File: config.mk
export PLATFORM = sky130hd
export DESIGN_NAME = frv_mem_arbiter_flat
export DESIGN_NICKNAME = d
export VERILOG_FILES = /design/src/rtl/frv_mem_arbiter_if.sv /design/src/rtl/frv_mem_arbiter.sv /design/src/flat_wrapper.sv
export SDC_FILE = /design/constraint.sdc
export NUM_CORES = 1
export LEC_CHECK = 0
export ABC_AREA = 1
export BUFFER_PORTS_ARGS = -buffer_cell sky130_fd_sc_hd__buf_2
export CORE_AREA = 4 4 108 110
export CTS_CLUSTER_DIAMETER = 120
export DETAILED_ROUTE_END_ITERATION = 16
export DIE_AREA = 0 0 112 114
export GPL_ROUTABILITY_DRIVEN = 0
export GPL_TIMING_DRIVEN = 0
export PLACE_DENSITY = 0.6
export SYNTH_ARGS = -nofsm -noshare
export SYNTH_HDL_FRONTEND = slang
export SYNTH_SLANG_ARGS = --single-unit
File: constraint.sdc
create_clock -name g_clk -period 1.45 [get_ports g_clk]
set_input_delay 0.29 -clock g_clk [delete_from_list [all_inputs] [get_ports g_clk]]
set_output_delay 0.29 -clock g_clk [all_outputs]
set_load 0.02 [all_outputs]
File: src/rtl/frv_mem_arbiter_if.sv
// frv_mem_arbiter_if: requester-side and memory-side signals of the
// N-channel memory arbiter, bundled for the arbiter's port list.
//
// Handshake (both sides): a request is accepted in any cycle where
// cen=1 and stall=0; the requester holds every request field stable
// while stalled; the response (rdata, error) is valid exactly one cycle
// after acceptance.
interface frv_mem_arbiter_if #(
  parameter int NCH = 2,
  parameter int AW  = 32,
  parameter int DW  = 32
);
  localparam int SW  = DW / 8;
  localparam int IDW = $clog2(NCH);

  logic [NCH-1:0]    req_cen;
  logic [NCH-1:0]    req_wen;
  logic [NCH*SW-1:0] req_strb;
  logic [NCH*AW-1:0] req_addr;
  logic [NCH*DW-1:0] req_wdata;
  logic [NCH-1:0]    req_stall;
  logic [NCH-1:0]    req_error;
  logic [DW-1:0]     req_rdata;

  logic              mem_cen;
  logic              mem_wen;
  logic [SW-1:0]     mem_strb;
  logic [AW-1:0]     mem_addr;
  logic [DW-1:0]     mem_wdata;
  logic              mem_stall;
  logic              mem_error;
  logic [DW-1:0]     mem_rdata;

  // Lock state of the arbiter, exposed for observation.
  logic              dbg_lock;
  logic [IDW-1:0]    dbg_lock_id;

  modport slave (
    input  req_cen, req_wen, req_strb, req_addr, req_wdata,
    output req_stall, req_error, req_rdata,
    output mem_cen, mem_wen, mem_strb, mem_addr, mem_wdata,
    input  mem_stall, mem_error, mem_rdata,
    output dbg_lock, dbg_lock_id
  );

  modport master (
    output req_cen, req_wen, req_strb, req_addr, req_wdata,
    input  req_stall, req_error, req_rdata,
    input  mem_cen, mem_wen, mem_strb, mem_addr, mem_wdata,
    output mem_stall, mem_error, mem_rdata,
    input  dbg_lock, dbg_lock_id
  );
endinterface

File: src/rtl/frv_mem_arbiter.sv
// frv_mem_arbiter: merges NCH cen/wen/stall/error requester ports onto one
// downstream memory port. Grant is locked onto a channel while the
// downstream port stalls it, and the one-cycle response is routed back to
// the channel whose request was accepted.
// Optional feature macro: FRV_MEM_ARB_RR_EN selects round-robin
// arbitration; when undefined the lowest requesting index wins.
module frv_mem_arbiter #(
  parameter int NCH = 2,
  parameter int AW  = 32,
  parameter int DW  = 32
) (
  input  logic              g_clk,
  input  logic              g_reset,
  frv_mem_arbiter_if.slave  bus
);
  localparam int IDW = $clog2(NCH);

  typedef enum logic {
    ST_OPEN   = 1'b0,
    ST_LOCKED = 1'b1
  } lock_state_t;

  lock_state_t    state;
  logic [IDW-1:0] lock_id;
  logic           rsp_vld;
  logic [IDW-1:0] rsp_id;
  logic [IDW-1:0] grant;
  logic [IDW-1:0] grant_next;
  logic           lock;
  logic           mem_cen;
  logic           accept;
  logic [NCH-1:0] stall_vec;
  logic [NCH-1:0] error_vec;

`ifdef FRV_MEM_ARB_RR_EN
  localparam logic [IDW:0] NCH_W = (IDW+1)'(NCH);
  logic [IDW-1:0] rr_ptr;
  logic [NCH-1:0] rr_req;
  logic [IDW-1:0] rr_off;
  logic [IDW:0]   rr_sum;
`endif

  assign lock = (state == ST_LOCKED);

  // Grant selection: locked channel wins outright, otherwise arbitrate.
  always_comb begin
    grant = '0;
`ifdef FRV_MEM_ARB_RR_EN
    // Rotate requests so rr_ptr sits at bit 0, find the first one, rotate back.
    rr_req = NCH'({bus.req_cen, bus.req_cen} >> rr_ptr);
    rr_off = '0;
    for (int k = NCH - 1; k >= 0; k--) begin
      if (rr_req[k]) rr_off = IDW'(k);
    end
    rr_sum = {1'b0, rr_ptr} + {1'b0, rr_off};
    if (rr_sum >= NCH_W) rr_sum = rr_sum - NCH_W;
`endif
    if (lock) begin
      grant = lock_id;
    end else begin
`ifdef FRV_MEM_ARB_RR_EN
      grant = rr_sum[IDW-1:0];
`else
      for (int k = NCH - 1; k >= 0; k--) begin
        if (bus.req_cen[k]) grant = IDW'(k);
      end
`endif
    end
  end

  // Downstream request enable; reset forces the memory port idle.
  always_comb begin
    mem_cen = 1'b0;
    if (!g_reset) begin
      mem_cen = lock ? bus.req_cen[lock_id] : (|bus.req_cen);
    end
  end

  assign accept     = mem_cen & ~bus.mem_stall;
  assign grant_next = (grant == IDW'(NCH - 1)) ? '0 : grant + IDW'(1);

  // Per-channel stall and response-error routing.
  always_comb begin
    stall_vec = '0;
    error_vec = '0;
    for (int i = 0; i < NCH; i++) begin
      stall_vec[i] = bus.req_cen[i] & (g_reset | (grant != IDW'(i)) | bus.mem_stall);
      error_vec[i] = rsp_vld & (rsp_id == IDW'(i)) & bus.mem_error;
    end
  end

  assign bus.mem_cen     = mem_cen;
  assign bus.mem_wen     = bus.req_wen[grant];
  assign bus.mem_strb    = bus.req_strb[int'(grant)*(DW/8) +: (DW/8)];
  assign bus.mem_addr    = bus.req_addr[int'(grant)*AW +: AW];
  assign bus.mem_wdata   = bus.req_wdata[int'(grant)*DW +: DW];
  assign bus.req_stall   = stall_vec;
  assign bus.req_error   = error_vec;
  assign bus.req_rdata   = bus.mem_rdata;
  assign bus.dbg_lock    = lock;
  assign bus.dbg_lock_id = lock_id;

  // Lock FSM: hold the grant on a stalled channel until it is accepted.
  always_ff @(posedge g_clk or posedge g_reset) begin
    if (g_reset) begin
      state   <= ST_OPEN;
      lock_id <= '0;
    end else begin
      case (state)
        ST_OPEN: begin
          if (mem_cen && bus.mem_stall) begin
            state   <= ST_LOCKED;
            lock_id <= grant;
          end
        end
        ST_LOCKED: begin
          if (accept) state <= ST_OPEN;
        end
        default: state <= ST_OPEN;
      endcase
    end
  end

  // Response tracking: remember which channel owns next cycle's response.
  always_ff @(posedge g_clk or posedge g_reset) begin
    if (g_reset) begin
      rsp_vld <= 1'b0;
      rsp_id  <= '0;
    end else begin
      rsp_vld <= accept;
      if (accept) rsp_id <= grant;
    end
  end

`ifdef FRV_MEM_ARB_RR_EN
  // Round-robin pointer moves just past the most recently accepted channel.
  always_ff @(posedge g_clk or posedge g_reset) begin
    if (g_reset) rr_ptr <= '0;
    else if (accept) rr_ptr <= grant_next;
  end
`else
  // Fixed priority keeps no pointer; the next-grant value stays unused.
  logic unused_grant_next;
  assign unused_grant_next = ^grant_next;
`endif

endmodule
File: src/flat_wrapper.sv
// flat-port wrapper written by rule: the top's interface ports become plain ports
module frv_mem_arbiter_flat 
#(
  parameter int NCH = 2,
  parameter int AW  = 32,
  parameter int DW  = 32
)
  (g_clk, g_reset, bus_req_cen, bus_req_wen, bus_req_strb, bus_req_addr, bus_req_wdata, bus_req_stall, bus_req_error, bus_req_rdata, bus_mem_cen, bus_mem_wen, bus_mem_strb, bus_mem_addr, bus_mem_wdata, bus_mem_stall, bus_mem_error, bus_mem_rdata, bus_dbg_lock, bus_dbg_lock_id);
  frv_mem_arbiter_if #(.NCH(NCH), .AW(AW), .DW(DW)) bus_i ();
  input  logic g_clk;
  input  logic g_reset;
  input wire logic [$bits(bus_i.req_cen)-1:0] bus_req_cen;
  input wire logic [$bits(bus_i.req_wen)-1:0] bus_req_wen;
  input wire logic [$bits(bus_i.req_strb)-1:0] bus_req_strb;
  input wire logic [$bits(bus_i.req_addr)-1:0] bus_req_addr;
  input wire logic [$bits(bus_i.req_wdata)-1:0] bus_req_wdata;
  output wire logic [$bits(bus_i.req_stall)-1:0] bus_req_stall;
  output wire logic [$bits(bus_i.req_error)-1:0] bus_req_error;
  output wire logic [$bits(bus_i.req_rdata)-1:0] bus_req_rdata;
  output wire logic [$bits(bus_i.mem_cen)-1:0] bus_mem_cen;
  output wire logic [$bits(bus_i.mem_wen)-1:0] bus_mem_wen;
  output wire logic [$bits(bus_i.mem_strb)-1:0] bus_mem_strb;
  output wire logic [$bits(bus_i.mem_addr)-1:0] bus_mem_addr;
  output wire logic [$bits(bus_i.mem_wdata)-1:0] bus_mem_wdata;
  input wire logic [$bits(bus_i.mem_stall)-1:0] bus_mem_stall;
  input wire logic [$bits(bus_i.mem_error)-1:0] bus_mem_error;
  input wire logic [$bits(bus_i.mem_rdata)-1:0] bus_mem_rdata;
  output wire logic [$bits(bus_i.dbg_lock)-1:0] bus_dbg_lock;
  output wire logic [$bits(bus_i.dbg_lock_id)-1:0] bus_dbg_lock_id;
  assign bus_i.req_cen = bus_req_cen;
  assign bus_i.req_wen = bus_req_wen;
  assign bus_i.req_strb = bus_req_strb;
  assign bus_i.req_addr = bus_req_addr;
  assign bus_i.req_wdata = bus_req_wdata;
  assign bus_req_stall = bus_i.req_stall;
  assign bus_req_error = bus_i.req_error;
  assign bus_req_rdata = bus_i.req_rdata;
  assign bus_mem_cen = bus_i.mem_cen;
  assign bus_mem_wen = bus_i.mem_wen;
  assign bus_mem_strb = bus_i.mem_strb;
  assign bus_mem_addr = bus_i.mem_addr;
  assign bus_mem_wdata = bus_i.mem_wdata;
  assign bus_i.mem_stall = bus_mem_stall;
  assign bus_i.mem_error = bus_mem_error;
  assign bus_i.mem_rdata = bus_mem_rdata;
  assign bus_dbg_lock = bus_i.dbg_lock;
  assign bus_dbg_lock_id = bus_i.dbg_lock_id;
  frv_mem_arbiter #(.NCH(NCH), .AW(AW), .DW(DW)) u_core (.g_clk(g_clk), .g_reset(g_reset), .bus(bus_i));
endmodule
Word-level counts from Yosys, hierarchy flattened. Cells that the tools add are included.

Logic and storage cells: 39. Output and inout bits: 108. Input port bits: 176. Register bits after elaboration: 4.

Muxes and demuxes: 12. Reductions and logical operators: 3. Order comparisons: 2. Shift operators: 3. Bitwise logic cells: 15.

Operators by type and width (number): variable part select 64 x 7 -> 32 bit (2); two-way mux 1 bit (11); variable part select 8 x 4 -> 4 bit (1); bitwise AND 1 bit (7); < comparator 1 x 2 -> 1 bit (second input constant) (2); inverter 1 bit (4); bitwise OR 1 bit (4); case mux 1 bit (2 select lines) (1); AND reduction 2 bit (1); OR reduction 2 bit (1); logical AND 1 bit (1).

Depth between registers and ports, before layout. Gate-level depths: netlist of run 1.

Word-level depth: 7. Gate-level depth with buffers: 7. Gate-level depth less buffers: 7.

Worst setup path after synthesis of run 1. OpenSTA, ideal clock, no wires.

Path type: reg-to-output. Start point: reg (tool-made name). End point: out bus_mem_addr[0]. Data required time: 1.160 ns. Path buffers: 1. Arrival: 1.128 ns. Setup slack: 0.032 ns. Stages on the path, launching flop included: 7. Path through: dfrtp_1 inv_2 nand3_1 nand2_2 buf_4 nand2_1 nand2_1.

RTL lines: end: declaration (line flat_wrapper.sv:23) `output wire logic [$bits(bus_i.mem_addr)-1:0] bus_mem_addr;`.

==> results of run 1 <==
-- Yosys cell counts (all sizes together) --
| cell type | instances |
|---|---|
| a21oi | 1 |
| buf | 46 |
| dfrtp | 4 |
| inv | 12 |
| nand2 | 223 |
| nand3 | 2 |
| nand4 | 1 |
| nor2 | 3 |
| o21ai | 4 |
-- where the power goes --
part	total, mW	switching, mW	internal, mW
Sequential	0.182	0.0336	0.149
Clock	0.234	0.0569	0.177
Combinational	6.12	3.25	2.87
-- kinds of logic (layout without fill, tap and decap cells) --
| logic type | Yosys count | count (layout) | share of synthesized area (%) |
|---|---|---|---|
| DFF | 4 | 4 | 7.03 |
| buffers and inverters | 58 | 323 | 29.5 |
| AOI/OAI and AO/OA | 5 | 5 | 2.02 |
| and+or+nand+nor | 229 | 232 | 61.4 |
-- final cells by class --
type	instances	area, um2	share of cell area (%)
clock buffers	3	41.3	1.06
plain buffers	46	417	10.7
repair buffers	262	1850	47.6
inverters	12	45.0	1.16
flip-flops and latches	4	100	2.57
well taps	140	175	4.50
multi-input cells	237	1260	32.4
-- layer usage --
metal / track usage, % / share of wire [%] / vias up
li1: - / - / 1389
met1: 12.9 / 34 / 1157
met2: 23.5 / 55 / 160
met3: 3.08 / 11 / 0
met4: 0.801 / 0 / 0
met5: 0 / 0 / -
-- path summary, 6_finish.rpt --
path	endpoint	start	cells past startpoint
worst max-delay path	bus_mem_wdata[13]	flip-flop	7
worst min-delay path	async pin	g_reset	2
min in group g_clk	u_core.rsp_id$_DFFE_PP0P_	bus_mem_stall	4
max in group asynchronous	u_core.rsp_id$_DFFE_PP0P_	g_reset	2
worst min register to register	u_core.rsp_id$_DFFE_PP0P_	u_core.rsp_id$_DFFE_PP0P_	2
worst max register to register	u_core.rsp_id$_DFFE_PP0P_	flip-flop	6
-- through the flow --
step                area, um2  cells  setup TNS, ps  util, %
CTS                      3320    699         -20890     31.1
global route             3890    704         -27420     36.4
detailed placement       2860    687         -10840     26.7
finish                   3890    704         -20530     36.4
floorplan                1420    296              0        -
global placement         2860    687         -10420     26.7
-- timing repair --
item                                    4_1_cts  5_1_grt
gates resized for setup                     105      165
endpoints found under the setup margin       72       72
endpoints found under the hold margin         0        0
buffers inserted                              2        0
pin swaps                                     4       67
cloned                                        7        5
==> out/qor.csv, run 1 <==
stage,metric,value,unit
global_routing,initial antenna violation count,0,
timing,clock skew,2.34,ps
worst_setup_path,"slowest stage delay, CP",400,ps
power,LEAKAGE,2.33,nW
worst_setup_path,CP Capture Type,output port,
drt,DR vias/cell,3.84,
logic_synthesis,Synth Cell Area,1420,um2
clock_tree,CTS tree,yes,
drt,"wirelength, routed",9340,um
global_routing,largest net degree at the start of global routing,11,
logic_synthesis,syn_nets,472,
layout,fillers,1142,
timing,relative slew slack,77.3,%
worst_setup_path,Worst R2R Setup Slack,180,ps
status,failing checks,negative setup slack,
timing,fin crit share,122,%
timing,Least-Margin Pin Slew,340,ps
drt,total number of vias,2706,
place,post-detail-place hpwl,6590,um
timing,max-slew violations,0,
die,die area,12800,um2
logic_synthesis,Mapped Cells,296,
worst_setup_path,CP arrival,1480,ps
logic_synthesis,Mean Syn Cell Area,4.81,um2
power,"Power, Total",6.54,mW
worst_setup_path,WS Path Type,flip-flop to output port,
drt,drt first-iter violations,59,
drt,DR WL/cell,13.3,um
die,core area,10700,um2
clock_tree,Clock Tree Buf Depth,2,
die,io pins,284,
logic_synthesis,area share of the largest cell type after synthesis,58.3,%
place,IO buf count,251,
layout,synth-to-layout area growth,173,%
timing,final setup violation count,72,
drt,TritonRoute pass-1 iters,4,
clock_tree,CTS Hold Bufs,0,
power,PwrDens,1680,nW/um2
clock_tree,CTS buffer count,3,
logic_synthesis,Synth cell types,14,
hold_path,Hold WC Path Type,primary input to async pin,
flow_run,Max-cap violations,0,
drt,detailed-route DRC error count,0,
logic_synthesis,Synth area leaders,"nand2_1 (58%), buf_4 (20%), dfrtp_1 (7.0%)",
status,status,"finished, violations left",
layout,"leading cell type in the layout, fill and taps excluded",buf_2,
die,Die Width,112,um
timing,RSZ-0062 raised after global routing,yes,
clock_tree,CTS root buf,clkbuf_8,
clock_tree,H-tree depth,1,
clock_tree,clock-pin slew on the worst setup and hold paths,30,ps
layout,most frequent cells in the layout,"buf_2 (181), nand2_1 (129), nand2_2 (86), buf_6 (80), buf_4 (38)",
worst_setup_path,crit path buf inv count,3,
place,Place WS,-225,ps
timing,fin crit period,1770,ps
global_routing,Total GRT Usage,11.7,%
worst_setup_path,worst path cell trace,"inv_2, nand3_4, nand2_8, buf_6, nand2_1, nand2_1, buf_6",
die,Die Span Y,114,um
worst_setup_path,"Slowest-stage cell, CP",dfrtp_1,
layout,net count reported at finish,742,
die,starting density of the core,13.3,%
worst_setup_path,required time of the critical path,1160,ps
worst_setup_path,CP Launch Type,flip-flop,
timing,Final Hold Violating Endpoints,0,
global_routing,vias in the first global route,2574,
logic_synthesis,"Seq/Total Area, Yosys",7.03,%
worst_setup_path,worst-path maximum fanout,6,
power,worst vdd ir,0.000682,V
layout,share of post-route cells with drive strength above 1,73.2,%
worst_setup_path,"CP delay by family, top",simple AND/OR/NAND/NOR gates,
timing,fmax,565,MHz
logic_synthesis,cell taking the most area after synthesis,nand2_1,
timing,WHS,5.72,ps
layout,antenna fix cells,0,
logic_synthesis,number of synthesized register bits,4,
global_routing,grt total ovfl,0,
drt,Routed Antenna Nets,0,
logic_synthesis,Yosys warnings,0,
clock_tree,clock latency on the worst-skew pair,220,ps
clock_tree,clock net sink count,4,
die,# rows,38,
global_routing,first-pass GRT wire length,12400,um
timing,worst setup margin,-319,ps
No activity file was read; power rests on OpenSTA's default activity.
==> run 2: changes to the inputs <==
RECOVER_POWER = 100   (was default)
==> out/qor.csv, run 2 (synthesized netlist as in run 1, its figures left out) <==
stage,metric,value,unit,change
status,status,"finished, violations left",,
status,failing checks,negative setup slack,,
layout,Util after Layout,36.0,%,-0.41 points
clock_tree,CTS Hold Bufs,0,,unchanged
place,IO buf count,251,,unchanged
layout,Finished Cell Area,3850,um2,-1.1%
drt,DR vias/cell,3.86,,+0.41%
global_routing,first-pass GRT wire length,12400,um,unchanged
place,dpl cell area,2860,um2,unchanged
timing,WHS,20.7,ps,+14.9 ps
die,io pins,284,,unchanged
drt,WL met3,1020,um,+3.4%
clock_tree,CTS buffer count,3,,unchanged
drt,TritonRoute pass-1 iters,4,,unchanged
clock_tree,Clock Tree Buf Depth,2,,unchanged
layout,"leading cell type in the layout, fill and taps excluded",buf_2,,
timing,max-slew violations,0,,unchanged
worst_setup_path,CP Capture Type,output port,,
worst_setup_path,WS Path Type,flip-flop to output port,,
timing,Final Hold Violating Endpoints,0,,unchanged
worst_setup_path,worst-path maximum fanout,6,,unchanged
power,PwrDens,1690,nW/um2,+0.96%
drt,drt first-iter violations,57,,-3.4%
layout,most frequent cells in the layout,"buf_2 (146), nand2_1 (129), nand2_2 (86), buf_6 (80), buf_4 (38)",,
global_routing,largest net degree at the start of global routing,11,,unchanged
power,worst vdd ir,0.000680,V,-0.30%
die,starting density of the core,13.3,%,unchanged
clock_tree,H-tree depth,1,,unchanged
global_routing,grt total ovfl,0,,unchanged
timing,Least-Margin Pin Slew,340,ps,unchanged
drt,detailed-route DRC error count,0,,unchanged
timing,fin crit period,1770,ps,-0.0830 ps
worst_setup_path,worst path cell trace,"inv_2, nand3_4, nand2_8, buf_6, nand2_1, nand2_1, buf_6",,
timing,RSZ-0062 raised after global routing,yes,,
timing,relative slew slack,77.3,%,unchanged
drt,DR WL/cell,13.3,um,+0.27%
clock_tree,clock latency on the worst-skew pair,220,ps,about the same
global_routing,vias in the first global route,2574,,unchanged
die,Die Span Y,114,um,unchanged
drt,total number of vias,2717,,+0.41%
drt,DRT met1 WL,3210,um,about the same
timing,worst setup margin,-319,ps,+0.0830 ps
worst_setup_path,reg2reg end,u_core.rsp_id$_DFFE_PP0P_,,
drt,highest routed layer,met4,,
clock_tree,clock-pin slew on the worst setup and hold paths,30,ps,about the same
die,# rows,38,,unchanged
timing,Final TNS setup,-20530,ps,+0.300 ps
global_routing,Total GRT Usage,11.7,%,unchanged
timing,fin crit share,122,%,about the same
drt,Routed Antenna Nets,0,,unchanged
timing,clock skew,2.34,ps,+0.0000100 ps
clock_tree,clock net sink count,4,,unchanged
flow_run,Max-cap violations,0,,unchanged
clock_tree,CTS root buf,clkbuf_8,,
timing,fmax,565,MHz,about the same
die,core area,10700,um2,unchanged
drt,"wirelength, routed",9370,um,+0.27%
power,LEAKAGE,2.23,nW,-4.3%
die,die area,12800,um2,unchanged
worst_setup_path,Worst R2R Setup Slack,180,ps,about the same
drt,met2 routed WL,5130,um,-0.35%
global_routing,initial antenna violation count,0,,unchanged
worst_setup_path,required time of the critical path,1160,ps,about the same
hold_path,Hold WC Path Type,primary input to async pin,,
clock_tree,CTS tree,yes,,
place,Place WS,-225,ps,unchanged
layout,synth-to-layout area growth,170,%,
timing,final setup violation count,72,,unchanged
worst_setup_path,CP arrival,1480,ps,about the same
layout,net count reported at finish,742,,unchanged
worst_setup_path,CP Launch Type,flip-flop,,
worst_setup_path,"slowest stage delay, CP",400,ps,about the same
layout,antenna fix cells,0,,unchanged
place,post-detail-place hpwl,6590,um,unchanged
die,Die Width,112,um,unchanged
worst_setup_path,R2R depth,6,,unchanged
worst_setup_path,"Slowest-stage cell, CP",dfrtp_1,,
layout,share of post-route cells with drive strength above 1,67.0,%,-6.2 points
## run 2: cell count changes in the layout (fill, tap and decap cells not counted)
cell | before | now
clkbuf_1 | 0 | 35
buf_2 | 181 | 146
## run 2: metrics by stage
step / cells / total power, mW
3_3_place_gp: 687 / 4.13
6_report: 704 / 6.53
2_1_floorplan: 296 / 2.74
3_5_place_dp: 687 / 4.12
5_1_grt: 704 / 6.99
4_1_cts: 699 / 5.42
## run 2: layout make-up
cell class                 count  area (um2)
buffer                        46         417
clock buffer                   3        41.3
fill                        1157        6850
inverter                      12        45.0
multi-input combinational    237        1260
sequential                     4         100
tap                          140         175
timing repair buffer         262        1810
## run 2: critical path, delay by kind of cell (launching register included)
kind / cells / cell delay, ps
flip-flops: 1 / 400
buffers and inverters: 3 / 370
AND/OR/NAND/NOR: 4 / 490
## run 2: routing by layer
layer,up-vias,global-route usage (%)
met3,2,3.08
met2,168,23.5
met1,1159,12.9
met4,0,0.801
met5,-,0
li1,1388,-
## run 2: power by group
| part | internal (mW) | switching [mW] | leakage (nW) |
|---|---|---|---|
| Sequential | 0.149 | 0.0336 | 0.0500 |
| Clock | 0.177 | 0.0569 | 0.0216 |
| Combinational | 2.85 | 3.26 | 2.16 |
## run 2: worst max-delay path by stage
stage                   start                 to  slack [ps]
global route        flip-flop   bus_mem_wdata[9]        -430
global placement    flip-flop   bus_mem_addr[28]        -220
floorplan           flip-flop    bus_mem_addr[0]          30
finish              flip-flop  bus_mem_wdata[13]        -320
CTS                 flip-flop        bus_mem_wen        -340
detailed placement  flip-flop   bus_mem_addr[28]        -230
## run 2: what timing repair did
| action | 4_1_cts | 5_1_grt |
|---|---|---|
| endpoints found under the setup margin | 72 | 72 |
| buffers inserted | 2 | 0 |
| pin swaps | 4 | 67 |
| cloned | 7 | 5 |
| gates resized for setup | 105 | 165 |
==> run 3: changes to the inputs <==
PLACE_DENSITY = 0.62   (was 0.6)
clock period = 1.6 ns   (was 1.45 ns; I/O delays follow)
==> out/qor.csv, run 3 (synthesized netlist as in run 1, its figures left out) <==
stage,metric,value,unit,change
status,status,"finished, violations left",,
status,failing checks,negative setup slack,,
hold_path,Hold WC Path Type,primary input to async pin,,
drt,drt first-iter violations,79,,+39%
die,io pins,284,,unchanged
clock_tree,CTS buffer count,3,,unchanged
die,core area,10700,um2,unchanged
place,IO buf count,251,,unchanged
flow_run,Max-cap violations,0,,unchanged
global_routing,busiest layer in global routing,met2,,
die,Die Width,112,um,unchanged
die,# rows,38,,unchanged
timing,max-slew violations,0,,unchanged
layout,"leading cell type in the layout, fill and taps excluded",nand2_1,,
timing,worst setup margin,-141,ps,+177 ps
drt,DR WL/cell,11.8,um,-11%
global_routing,met1 Track Usage GR,13.0,%,+0.16 points
power,LEAKAGE,2.07,nW,-7.2%
worst_setup_path,required time of the critical path,1280,ps,+120 ps
timing,fin crit share,109,%,
layout,net count reported at finish,739,,-0.40%
layout,fillers,1220,,+5.4%
drt,total number of vias,2639,,-2.9%
worst_setup_path,WS Path Type,flip-flop to output port,,
global_routing,M2 GR Usage,21.2,%,-2.4 points
global_routing,Total GRT Usage,11.3,%,-0.47 points
clock_tree,clock latency on the worst-skew pair,220,ps,about the same
timing,WHS,46.0,ps,+25.4 ps
global_routing,vias in the first global route,2511,,-2.4%
layout,area occupied by multi-input gates,1050,um2,-17%
die,die area,12800,um2,unchanged
timing,Least-Margin Pin Slew,293,ps,-47.1 ps
power,worst vdd ir,0.000655,V,-3.7%
clock_tree,Clock Tree Buf Depth,2,,unchanged
timing,clock skew,2.44,ps,+0.102 ps
worst_setup_path,CP Launch Type,flip-flop,,
power,PwrDens,1450,nW/um2,-14%
drt,Routed Antenna Nets,0,,unchanged
drt,"wirelength, routed",8260,um,-12%
global_routing,initial antenna violation count,0,,unchanged
layout,most frequent cells in the layout,"nand2_1 (201), buf_2 (172), buf_4 (58), buf_6 (38), clkbuf_1 (36)",,
global_routing,grt total ovfl,0,,unchanged
clock_tree,clock net sink count,4,,unchanged
worst_setup_path,CP Capture Type,output port,,
timing,fmax,574,MHz,
die,starting density of the core,13.3,%,unchanged
clock_tree,clock-pin slew on the worst setup and hold paths,30,ps,about the same
drt,TritonRoute pass-1 iters,4,,unchanged
global_routing,GR Util met3,2.44,%,-0.64 points
worst_setup_path,worst-path maximum fanout,10,,+4
layout,Util after Layout,30.8,%,-5.2 points
die,Die Span Y,114,um,unchanged
layout,register area,101,um2,+1.2%
place,post-detail-place hpwl,6540,um,-0.63%
drt,detailed-route DRC error count,0,,unchanged
global_routing,first-pass GRT wire length,11900,um,-3.9%
layout,synth-to-layout area growth,131,%,
clock_tree,CTS root buf,clkbuf_8,,
layout,share of post-route cells with drive strength above 1,54.4,%,-13 points
timing,fin crit period,1740,ps,
clock_tree,CTS tree,yes,,
worst_setup_path,CP arrival,1420,ps,-60 ps
layout,antenna fix cells,0,,unchanged
timing,final setup violation count,72,,unchanged
timing,Final Hold Violating Endpoints,0,,unchanged
timing,RSZ-0062 raised after global routing,yes,,
global_routing,largest net degree at the start of global routing,11,,unchanged
clock_tree,H-tree depth,1,,unchanged
drt,DR vias/cell,3.76,,-2.5%
timing,relative slew slack,80.6,%,+3.3 points
run 3: routing by layer:
metal / vias up / part of all wire [%]
li1: 1383 / -
met1: 1089 / 36
met2: 157 / 52
met3: 10 / 10
met4: 0 / 1.4
met5: - / 0
run 3: power by group:
part	switching, mW	internal, mW
clock network	0.0512	0.160
registers	0.0355	0.136
logic	2.55	1.84
run 3: cell type report:
| class | count | area share, % |
|---|---|---|
| inverters | 12 | 1.44 |
| clock buffers | 3 | 1.25 |
| well taps | 140 | 5.32 |
| flip-flops and latches | 4 | 3.08 |
| repair buffers | 260 | 44.9 |
| multi-input cells | 236 | 31.8 |
| plain buffers | 46 | 12.2 |
run 3: what timing repair did:
item,in CTS,in global routing
gates cloned,7,0
resized for setup,95,22
hold buffers,0,0
endpoints found under the setup margin,71,72
setup buffers,4,0
pin swaps,3,3
run 3: stage by stage:
step                TNS (ps)  worst slack (ps)  area, um2  power, mW  std cells
floorplan                  0               152       1420       2.49        296
global placement       -4050              -120       2860       3.72        687
detailed placement     -4290              -119       2860       3.72        687
CTS                    -9750              -177       3270       4.75        701
global route          -13690              -233       3290       5.17        701
finish                 -7830              -141       3290       4.77        701
run 3: worst paths after layout:
| check | start | to | slack, ps | cells past startpoint |
|---|---|---|---|---|
| max | flip-flop | bus_mem_wdata[9] | -140 | 7 |
| min | g_reset | u_core.bus.dbg_lock_id$_DFFE_PP0P_ | 50 | 2 |
| max reg2reg | flip-flop | flip-flop | 310 | 8 |
| min reg2reg | u_core.rsp_id$_DFFE_PP0P_ | u_core.rsp_id$_DFFE_PP0P_ | 510 | 2 |
| max in group asynchronous | g_reset | async pin | 1370 | 2 |
| min in group g_clk | bus_mem_stall | u_core.bus.dbg_lock_id$_DFFE_PP0P_ | 430 | 3 |
run 3: worst max-delay path, cell delays in order (launching register included):
cell and delay [ps]:
dfrtp_2 430, inv_4 90, nand3_4 110, nand2_8 150, buf_6 150, nand2_1 60
nand2_1 90, buf_6 120
